**src/rtl/wrr_arb_ctrl.sv**
```systemverilog
// wrr_arb_ctrl: weighted round-robin arbiter. A winner keeps the resource for
// up to its weight in beats, then ownership rotates to the next requester.
// Optional feature macro: WRR_ARB_LOCK_EN adds i_lock; while the owner holds
// request and lock, its quota is frozen and no rotation happens.
module wrr_arb_ctrl #(
  parameter int N  = 4,
  parameter int WW = 4
) (
  input  logic                  i_clk,
  input  logic                  i_rst,
  input  logic [N-1:0]          i_request,
`ifdef WRR_ARB_LOCK_EN
  input  logic                  i_lock,
`endif
  input  logic [N*WW-1:0]       i_weight_cfg,
  output logic [N-1:0]          o_grant,
  output logic [$clog2(N)-1:0]  o_grant_id,
  output logic                  o_grant_valid,
  output logic [WW-1:0]         o_beats_left
);
  localparam int IW = $clog2(N);

  typedef enum logic {IDLE, OWN} state_t;

  state_t          r_state, w_state_nxt;
  logic [IW-1:0]   r_ptr, w_ptr_nxt;
  logic [IW-1:0]   r_gid, w_gid_nxt;
  logic [WW-1:0]   r_cnt, w_cnt_nxt;
  logic [N-1:0]    r_grant, w_grant_nxt;

  logic [IW-1:0]   w_after;   // owner index + 1, mod N
  logic [IW-1:0]   w_base;    // scan start for the arbiter
  logic            w_found;
  logic [IW-1:0]   w_win;
  logic [WW-1:0]   w_win_wt;  // winner quota, 0 promoted to 1
  logic            w_own_req;
  logic            w_hold;

  assign w_after   = (r_gid == IW'(N-1)) ? '0 : r_gid + 1'b1;
  assign w_base    = (r_state == IDLE) ? r_ptr : w_after;
  assign w_own_req = i_request[r_gid];
`ifdef WRR_ARB_LOCK_EN
  assign w_hold    = i_lock & w_own_req;
`else
  assign w_hold    = 1'b0;
`endif

  // Round-robin scan: first set request bit from w_base upward with wrap.
  // On rotation the current owner is naturally the last candidate, which
  // gives the re-grant-on-exhaustion behaviour when nobody else asks.
  always_comb begin
    w_found = 1'b0;
    w_win   = '0;
    for (int k = 0; k < N; k++) begin
      if (!w_found && i_request[IW'((int'(w_base) + k) % N)]) begin
        w_found = 1'b1;
        w_win   = IW'((int'(w_base) + k) % N);
      end
    end
    w_win_wt = i_weight_cfg[w_win*WW +: WW];
    if (w_win_wt == '0) w_win_wt = WW'(1);
  end

  // Next-state / next-output logic for the IDLE/OWN controller.
  always_comb begin
    w_state_nxt = r_state;
    w_ptr_nxt   = r_ptr;
    w_gid_nxt   = r_gid;
    w_cnt_nxt   = r_cnt;
    w_grant_nxt = r_grant;
    case (r_state)
      IDLE: begin
        if (w_found) begin
          w_state_nxt = OWN;
          w_gid_nxt   = w_win;
          w_grant_nxt = N'(1) << w_win;
          w_cnt_nxt   = w_win_wt;
        end
      end
      OWN: begin
        if (!w_own_req || (!w_hold && r_cnt == WW'(1))) begin
          // Release or quota exhausted: rotate and hand over without a bubble.
          w_ptr_nxt = w_after;
          if (w_found) begin
            w_gid_nxt   = w_win;
            w_grant_nxt = N'(1) << w_win;
            w_cnt_nxt   = w_win_wt;
          end else begin
            w_state_nxt = IDLE;
            w_gid_nxt   = '0;
            w_grant_nxt = '0;
            w_cnt_nxt   = '0;
          end
        end else if (!w_hold) begin
          w_cnt_nxt = r_cnt - 1'b1;
        end
      end
      default: w_state_nxt = IDLE;
    endcase
  end

  // State and registered outputs; synchronous reset clears everything.
  always_ff @(posedge i_clk) begin
    if (i_rst) begin
      r_state <= IDLE;
      r_ptr   <= '0;
      r_gid   <= '0;
      r_cnt   <= '0;
      r_grant <= '0;
    end else begin
      r_state <= w_state_nxt;
      r_ptr   <= w_ptr_nxt;
      r_gid   <= w_gid_nxt;
      r_cnt   <= w_cnt_nxt;
      r_grant <= w_grant_nxt;
    end
  end

  assign o_grant       = r_grant;
  assign o_grant_id    = r_gid;
  assign o_grant_valid = |r_grant;
  assign o_beats_left  = r_cnt;
endmodule

```
**config.mk**
```make
export PLATFORM = sky130hd
export DESIGN_NAME = wrr_arb_ctrl
export DESIGN_NICKNAME = d
export VERILOG_FILES = /design/src/rtl/wrr_arb_ctrl.sv
export SDC_FILE = /design/constraint.sdc
export NUM_CORES = 1
export LEC_CHECK = 0
export CORE_UTILIZATION = 44
export DETAILED_ROUTE_END_ITERATION = 8
export PLACE_DENSITY = 0.9
export SLEW_MARGIN = 20
export SYNTH_ARGS = -nofsm -noshare
export SYNTH_HDL_FRONTEND = slang
export SYNTH_SLANG_ARGS = --single-unit
```
**constraint.sdc**
```tcl
create_clock -name i_clk -period 2.8 [get_ports i_clk]
set_input_delay 0.56 -clock i_clk [delete_from_list [all_inputs] [get_ports i_clk]]
set_output_delay 0.56 -clock i_clk [all_outputs]
set_load 0.05 [all_outputs]
```
## Word-level counts from Yosys, hierarchy flattened

Index checks and enable logic that the tools add are counted.

| storage, ports and cells | value |
|---|---|
| output and inout bits | 11 |
| word-level logic and storage cells | 74 |
| bits in registers | 13 |
| bits of input ports | 22 |

| cells by class | value |
|---|---|
| equal/unequal tests | 4 |
| $lt $le $gt $ge | 5 |
| bitwise logic cells | 1 |
| shift-type cells | 2 |
| $add $sub $neg | 5 |
| mux-type cells | 40 |
| reduce and logical (&&, ||, !) cells | 12 |

Operators with widths:

| operator | number |
|---|---|
| $mux W4 | 7 |
| $mux W2 | 9 |
| $lt A2 B4 Y1 const B | 4 |
| $pmux W4 S2 | 2 |
| $shiftx A16 B5 Y4 | 1 |
| $mux W1 | 15 |
| $bmux W1 S2 | 5 |
| $add A2 B1 Y2 const B | 2 |
| $add A2 B2 Y2 const B | 2 |
| $eq A4 B1 Y1 const B | 1 |
| $logic_not A1 Y1 | 4 |
| $logic_not A4 Y1 | 1 |
| $pmux W2 S2 | 1 |
| $reduce_and A2 Y1 | 2 |
| $reduce_or A4 Y1 | 1 |
| $shl A1 B2 Y4 const A | 1 |
| $sub A4 B1 Y4 const B | 1 |
| $logic_and A1 B1 Y1 | 3 |
| $lt A2 B3 Y1 const B | 1 |
| $eq A2 B2 Y1 const B | 1 |
| $ne A2 B1 Y1 const B | 1 |
| $ne A2 B2 Y1 const B | 1 |
| $pmux W1 S2 | 1 |
| $logic_or A1 B1 Y1 | 1 |
| $not A1 Y1 | 1 |

## Depth between registers and ports, before layout

Gate-level depths: netlist of run 1.

| logic depth | value |
|---|---|
| depth after elaboration | 22 |
| mapped depth | 10 |

## Least setup slack after synthesis of run 1

Ideal clock, no wire load.

| timing | value |
|---|---|
| kind | register to register |
| start point | reg r_gid[0], in the netlist o_grant_id[0] |
| end point | reg r_cnt[0], in the netlist o_beats_left[0] |
| data required time | 2726 ps |
| path slack | 66 ps |
| data arrival time | 2660 ps |
| setup time | 74 ps |
| stages on the path, launching flop included | 9 |
| path buffers | 0 |
| path through | dfxtp_1 ha_1 mux2_4 mux2i_1 nand4_4 mux2i_1 mux2i_1 or4_1 a31oi_1 |

| on the way | value |
|---|---|
| word-level cells in the longest chain between the ends | 22 |

RTL lines:

| element | RTL line | RTL |
|---|---|---|
| start, declared | 27 | `logic [IW-1:0] r_gid, w_gid_nxt;` |
| start signal, assigned | 113 | `r_gid <= w_gid_nxt;` |
| $add A2 B1 Y2 / $eq A2 B2 Y1 (equally long branches) | 39 | `assign w_after = (r_gid == IW'(N-1)) ? '0 : r_gid + 1'b1;` |
| $mux W2 * | 39 |  |
| net w_after[1] | 31 | `logic [IW-1:0] w_after;` |
| $mux W2 * | 40 | `assign w_base = (r_state == IDLE) ? r_ptr : w_after;` |
| branches (longest 19 deep; another with $add A2 B1 Y2) | - |  |
| end signal, assigned | 114 | `r_cnt <= w_cnt_nxt;` |
| end, declared | 28 | `logic [WW-1:0] r_cnt, w_cnt_nxt;` |

Mark *: on every way through the listed nets, which the timed path passes. The select of a mux whose other input is x is not followed.
A chain may end at the register's enable or synchronous reset.

## Worst setup path after layout of run 1

Ends and elaborated chain as after synthesis.

==> results_dict.tcl, run 1 <==
set metrics [dict create \
    fill_cells 154 \
    ys.warnings.count 0 \
    clk_pin_slew_ns 0.08 \
    cp-end-kind "register" \
    status "complete, no violations" \
    vdd_drop_max_uv 380 \
    finalSetupViolations 0 \
    grt-ovfl-total 0 \
    clockPowerShare_pct 14.7 \
    clockBufferDepth 2 \
    vias 963 \
    grt_antenna_before_repair 0 \
    swShare_pct 42.6 \
    place_ws_ns 0.0126 \
    max_cap_viol_count 0 \
    yosys.area_share.simple_pct 30.1 \
    ys.flop_type "dfxtp_1" \
    clock-sinks 13 \
    core.rowCount 16 \
    wl_met2_mm 1.14 \
    p_comb_share_pct 54.1 \
    fin_setup_tns_ns 0 \
    syn2layout_area_growth_pct 41.4 \
    wl_per_cell_um 13.5 \
    hold_ws_ns 0.473 \
    fin_skew_ns 0.00778 \
    synth_edf_count 0 \
    hold_violations 0 \
    syn_inst 108 \
    yosysSeqAreaShare_pct 27.8 \
    start_util_pct 47.2 \
    diodes 0 \
    syn_area_sq_um 936 \
    drv_slew 0 \
    worst_slack_ns 0.252 \
    die_area_sq_um 2320 \
    grt_max_degree 14 \
    drt_iter0_markers 17 \
    synthDistinctLibCells 35 \
    power.total_uw 790 \
    power_density_nw_per_um2 596 \
    post_cts_buffers 0 \
    gr-usage-all-layers_pct 23.0 \
    arrival_ns 2.76 \
    ios 33 \
    max_clock_freq_ghz 0.392 \
    hpwl_mm 1.88 \
    timing.final.crit_share_pct 91.0 \
    core-area_sq_um 1980 \
    syn-num-nets 133 \
    io_buffers 32 \
    die_w_um 48.1 \
    grt_pass1_vias 864 \
    worstMarginPinSlew_ns 0.501 \
    multi_input_area_sq_um 653 \
    slew-limit-headroom_pct 66.5 \
    critical_path_required_ns 3.01 \
    ant_nets 0 \
    via_per_inst 5.63 \
    synth_compound_gate_area_share_pct 15.4 \
    grt_pass1_wl_mm 3.65 \
    synth_top_family_by_area "simple AND/OR/NAND/NOR gates" \
    final_nets 170 \
    gp_congestion 0.898 \
    synth-xor-area-share_pct 0 \
    cts_resized 0 \
    synthArstFlopShare_pct 0 \
    die_y_um 48.1 \
    cts_root_buffer "clkbuf_4" \
    drt-pass1-iter-count 5 \
    wl_met3_um 96 \
    seqCellArea_sq_um 260 \
    cts-htree-levels 1 \
    cts_tree "done" \
    clk_latency_ns 0.29 \
    drive_gt1_share_pct 9.72 \
    muxShareOfSynthArea_pct 20.3 \
    hold_class "reg2reg" \
    crit_fanout 8 \
    top_layer "met4" \
    synth_fa_ha_area_share_pct 4.01 \
    ys_seq_elements 13 \
    drc_errors 0 \
    routedLengthMet1_mm 1.05 \
    hold_buffers 0 \
    switchingPower_uw 336 \
    rsz0062_at_grt "no" \
    p_int_uw 453 \
    drt_wl_total_mm 2.32 \
    crit_path_start_kind "register" \
    min_period_ns 2.55 \
    power.leakage_uw 0.000544 \
    seqPwrFrac_pct 31.2 \
    avgSynthCellArea_sq_um 8.67 \
    cts_buffers 3 \
    critPathKind "reg2reg" \
]
per-layer routing:
layer / vias up / track usage, %
met2: 28 / 40.3
li1: 474 / -
met4: 0 / 9.44
met1: 456 / 26.7
met5: - / 0
met3: 5 / 5.56
area by class of cell:
cell class	count	share of cell area, %
clock buffers	4	1.98
inverters	4	1.13
multi-input cells	89	49.3
flip-flops and latches	13	19.7
well taps	27	2.55
repair buffers	34	25.3
cells in the final DEF (no fill, tap or decap), drive strengths merged, types with 2 or more instances in the layout:
| cell type | synthesis | layout |
|---|---|---|
| and2 | 2 | 2 |
| nor4 | 3 | 3 |
| nand2 | 9 | 9 |
| or4 | 3 | 3 |
| clkbuf | 2 | 4 |
| mux2i | 13 | 13 |
| dfxtp | 13 | 13 |
| a21oi | 6 | 6 |
| nor2 | 18 | 18 |
| nor2b | 2 | 2 |
| mux2 | 3 | 3 |
| inv | 4 | 4 |
| a221oi | 2 | 2 |
| buf | 0 | 2 |
| or2 | 2 | 2 |
| o21ai | 6 | 6 |
| nand4 | 3 | 3 |
| ha | 3 | 3 |
| a22oi | 3 | 3 |
| clkdlybuf4s50 | 0 | 32 |
| nand2b | 2 | 2 |
power groups by stage:
stage               Clock [uW]  Combinational, uW  Sequential, uW
global placement             0                416             247
CTS                        121                427             246
finish                     116                427             246
floorplan                    0                221             322
detailed placement           0                425             250
global route               131                461             250
registers in the layout, indices dropped and copies added (netlist names):
register      count
r_ptr             2
o_beats_left      4
o_grant           4
o_grant_id        2
r_state           1
synthesized netlist by cell type, drive strengths merged, types with 2 or more instances:
cell / count / area, sq um
nor2: 18 / 67.6
mux2: 3 / 37.5
nor2b: 2 / 12.5
o21ai: 6 / 30.0
clkbuf: 2 / 7.51
or2: 2 / 12.5
inv: 4 / 15.0
and2: 2 / 15.0
mux2i: 13 / 130
a22oi: 3 / 22.5
nor4: 3 / 18.8
a221oi: 2 / 17.5
nand2b: 2 / 12.5
nand2: 9 / 50.1
a21oi: 6 / 30.0
dfxtp: 13 / 260
or4: 3 / 22.5
nand4: 3 / 40.0
ha: 3 / 37.5
worst max-delay path: stages, from the launching register on:
cell and delay [ns]:
dfxtp_1 0.44, ha_1 0.30, mux2_4 0.30, mux2i_1 0.24, nand4_4 0.23, mux2i_1 0.22
mux2i_1 0.12, or4_1 0.47, a31oi_1 0.16
per-stage QoR:
stage	cells	instance area [sq um]	util [%]
detailed placement	167	1300	65.5
CTS	171	1320	66.8
global route	171	1320	66.8
global placement	167	1300	65.5
finish	171	1320	66.8
floorplan	108	936	-
path summary, 6_finish.rpt:
kind | from | cells past startpoint | slack [ns] | end
max | o_grant_id[0]$_SDFFE_PP0P_ | 8 | 0.25 | o_beats_left[0]$_SDFFE_PP0P_
min | o_grant[2]$_SDFFE_PP0P_ | 2 | 0.47 | o_grant[2]$_SDFFE_PP0P_
max reg2reg | o_grant_id[0]$_SDFFE_PP0P_ | 8 | 0.25 | o_beats_left[0]$_SDFFE_PP0P_
min reg2reg | o_grant[2]$_SDFFE_PP0P_ | 2 | 0.47 | o_grant[2]$_SDFFE_PP0P_
kinds of logic after synthesis:
family,after synthesis
flip-flops,13
adder cells (fa/ha/maj),3
buffers and inverters,6
AO/OA/AOI/OAI,21
AND/OR/NAND/NOR,48
multiplexers,17
Note: power is estimated with default switching activity, not from simulation.
==> inputs of run 2 (changes only) <==
Settings changed: SETUP_SLACK_MARGIN set to 0.2.
==> run 2 against run 1 <==
Against the previous run: combinational power grew 2%; wire length shrank 3.0%; fmax rose by 1.2%; count of clock-buffer cells in the layout unchanged; sequential share of layout area shrank 0.16 points; clock power is essentially flat; power up 0.91%; global-route usage fell by 1.2 points; via count is 1.3% lower; die area stayed put; critical path depth is the same; sequential cell count unchanged; critical path type is now in2reg; largest cell class unchanged.
==> results_dict.tcl, run 2 (synthesis results as in run 1) <==
set metrics [dict create \
    status "complete, no violations" \
    drv_slew 0 \
    whs_path_depth 2 \
    final_nets 170 \
    r2r-end "o_beats_left[0]$_SDFFE_PP0P_" \
    hold_buffers 0 \
    critical_path_required_ns 3.00 \
    grt_antenna_before_repair 0 \
    grt_max_degree 14 \
    drt_wl_total_mm 2.25 \
    fin_setup_tns_ns 0 \
    syn2layout_area_growth_pct 44.0 \
    vias 950 \
    io_buffers 32 \
    grt-ovfl-total 0 \
    slew-limit-headroom_pct 63.0 \
    final_cells 171 \
    finalSetupViolations 0 \
    min_to "o_grant[2]$_SDFFE_PP0P_" \
    clk_latency_ns 0.27 \
    gp_congestion 0.902 \
    cts_tree "done" \
    worst_slack_ns 0.282 \
    core-area_sq_um 1980 \
    clk_pin_slew_ns 0.07 \
    final_util_pct 68.0 \
    mostFrequentLayoutCell "clkdlybuf4s50_1" \
    crit_fanout 8 \
    hpwl_mm 1.79 \
    r2r_slack_ns 0.33 \
    ios 33 \
    clockBufferDepth 2 \
    die_y_um 48.1 \
    timing.final.crit_share_pct 89.9 \
    drive_gt1_share_pct 13.2 \
    die_w_um 48.1 \
    vdd_drop_max_uv 505 \
    wl_met3_um 141 \
    wl_per_cell_um 13.1 \
    hold_class "reg2reg" \
    max_clock_freq_ghz 0.397 \
    min_period_ns 2.52 \
    clock-sinks 13 \
    ant_nets 0 \
    cts_root_buffer "clkbuf_4" \
    r2r-start "o_grant_id[0]$_SDFFE_PP0P_" \
    drt-pass1-iter-count 4 \
    crit_path_start_kind "primary input" \
    cp-end-kind "register" \
    fill_cells 154 \
    critPathKind "in2reg" \
    rr_worst_depth 9 \
    arrival_ns 2.72 \
    routedLengthMet1_um 962 \
    top_layer "met4" \
    drt_iter0_markers 22 \
    power_density_nw_per_um2 591 \
    worstMarginPinSlew_ns 0.550 \
    max_cap_viol_count 0 \
    start_util_pct 47.2 \
    cts-htree-levels 1 \
    hold_ws_ns 0.480 \
    gr-usage-all-layers_pct 21.8 \
    hp-start "o_grant[2]$_SDFFE_PP0P_" \
    final_cell_mix "clkdlybuf4s50_1 (31), nor2_1 (18), mux2i_1 (11), dfxtp_1 (11), nand2_1 (8)" \
    via_per_inst 5.56 \
    grt_pass1_wl_mm 3.46 \
    die_area_sq_um 2320 \
    drc_errors 0 \
    place_inst 166 \
    fin_skew_ns 0.00155 \
    rsz0062_at_grt "no" \
    place_ws_ns -0.0253 \
    power.leakage_uw 0.000554 \
    cts_buffers 3 \
    wl_met2_mm 1.10 \
    core.rowCount 16 \
    grt_pass1_vias 815 \
    hold_violations 0 \
    diodes 0 \
]
## run 2: cell count changes in the layout (fill, tap and decap cells not counted), sizes merged
| cell | before | now |
|---|---|---|
| clkdlybuf4s50 | 32 | 31 |
| dlymetal6s2s | 0 | 1 |
## run 2: through the flow
| step | cell area (sq um) | power (uW) |
|---|---|---|
| 6_report | 1350 | 797 |
| 3_5_place_dp | 1290 | 673 |
| 3_3_place_gp | 1290 | 663 |
| 5_1_grt | 1350 | 852 |
| 2_1_floorplan | 938 | 544 |
| 4_1_cts | 1320 | 789 |
## run 2: per-layer routing
layer / vias to the layer above / track usage (%)
li1: 477 / -
met5: - / 0
met3: 6 / 4.81
met1: 422 / 26.2
met2: 45 / 37.8
met4: 0 / 8.33
## run 2: report_power, final
part           leakage, uW  internal [uW]  switching, uW
registers         0.000108            214           32.8
logic             0.000431            192            245
clock network    0.0000150           55.3           58.1
total             0.000554            461            336
## run 2: timing repair
| item | 4_1_cts | 5_1_grt |
|---|---|---|
| hold endpoints to repair | 0 | 0 |
| resized for setup | 0 | 5 |
| setup buffers | 0 | 1 |
| endpoints found under the setup margin | 0 | 1 |
## run 2: area by class of cell
type                            count  area, sq um  share of cell area, %
Timing Repair Buffer               34          338                   25.1
Inverter                            4         15.0                   1.11
Tap cell                           27         33.8                   2.51
Sequential cell                    13          263                   19.5
Multi-Input combinational cell     89          672                   49.9
Clock buffer                        4         26.3                   1.95
## run 2: worst max-delay path, stage by stage
cell	delay [ns]
clkdlybuf4s50_1	0.62
nor2b_1	0.27
mux2i_4	0.10
nand4_4	0.17
mux2i_1	0.23
mux2i_1	0.12
or4_1	0.48
a31oi_1	0.16
## run 2: worst max path at each step
stage,from,to
final,i_request[2],o_beats_left[0]$_SDFFE_PP0P_
after global routing,i_request[2],o_beats_left[0]$_SDFFE_PP0P_
after CTS,i_request[3],o_beats_left[0]$_SDFFE_PP0P_
after detailed placement,i_request[3],o_beats_left[0]$_SDFFE_PP0P_
after global placement,i_request[3],o_beats_left[0]$_SDFFE_PP0P_
after floorplan,o_grant_id[0]$_SDFFE_PP0P_,o_beats_left[0]$_SDFFE_PP0P_
==> inputs of run 3 (changes only) <==
Settings changed: SKIP_LAST_GASP set to 1.
==> results of run 3 <==
The final DEF is identical to that of run 2; final timing and power are the same.
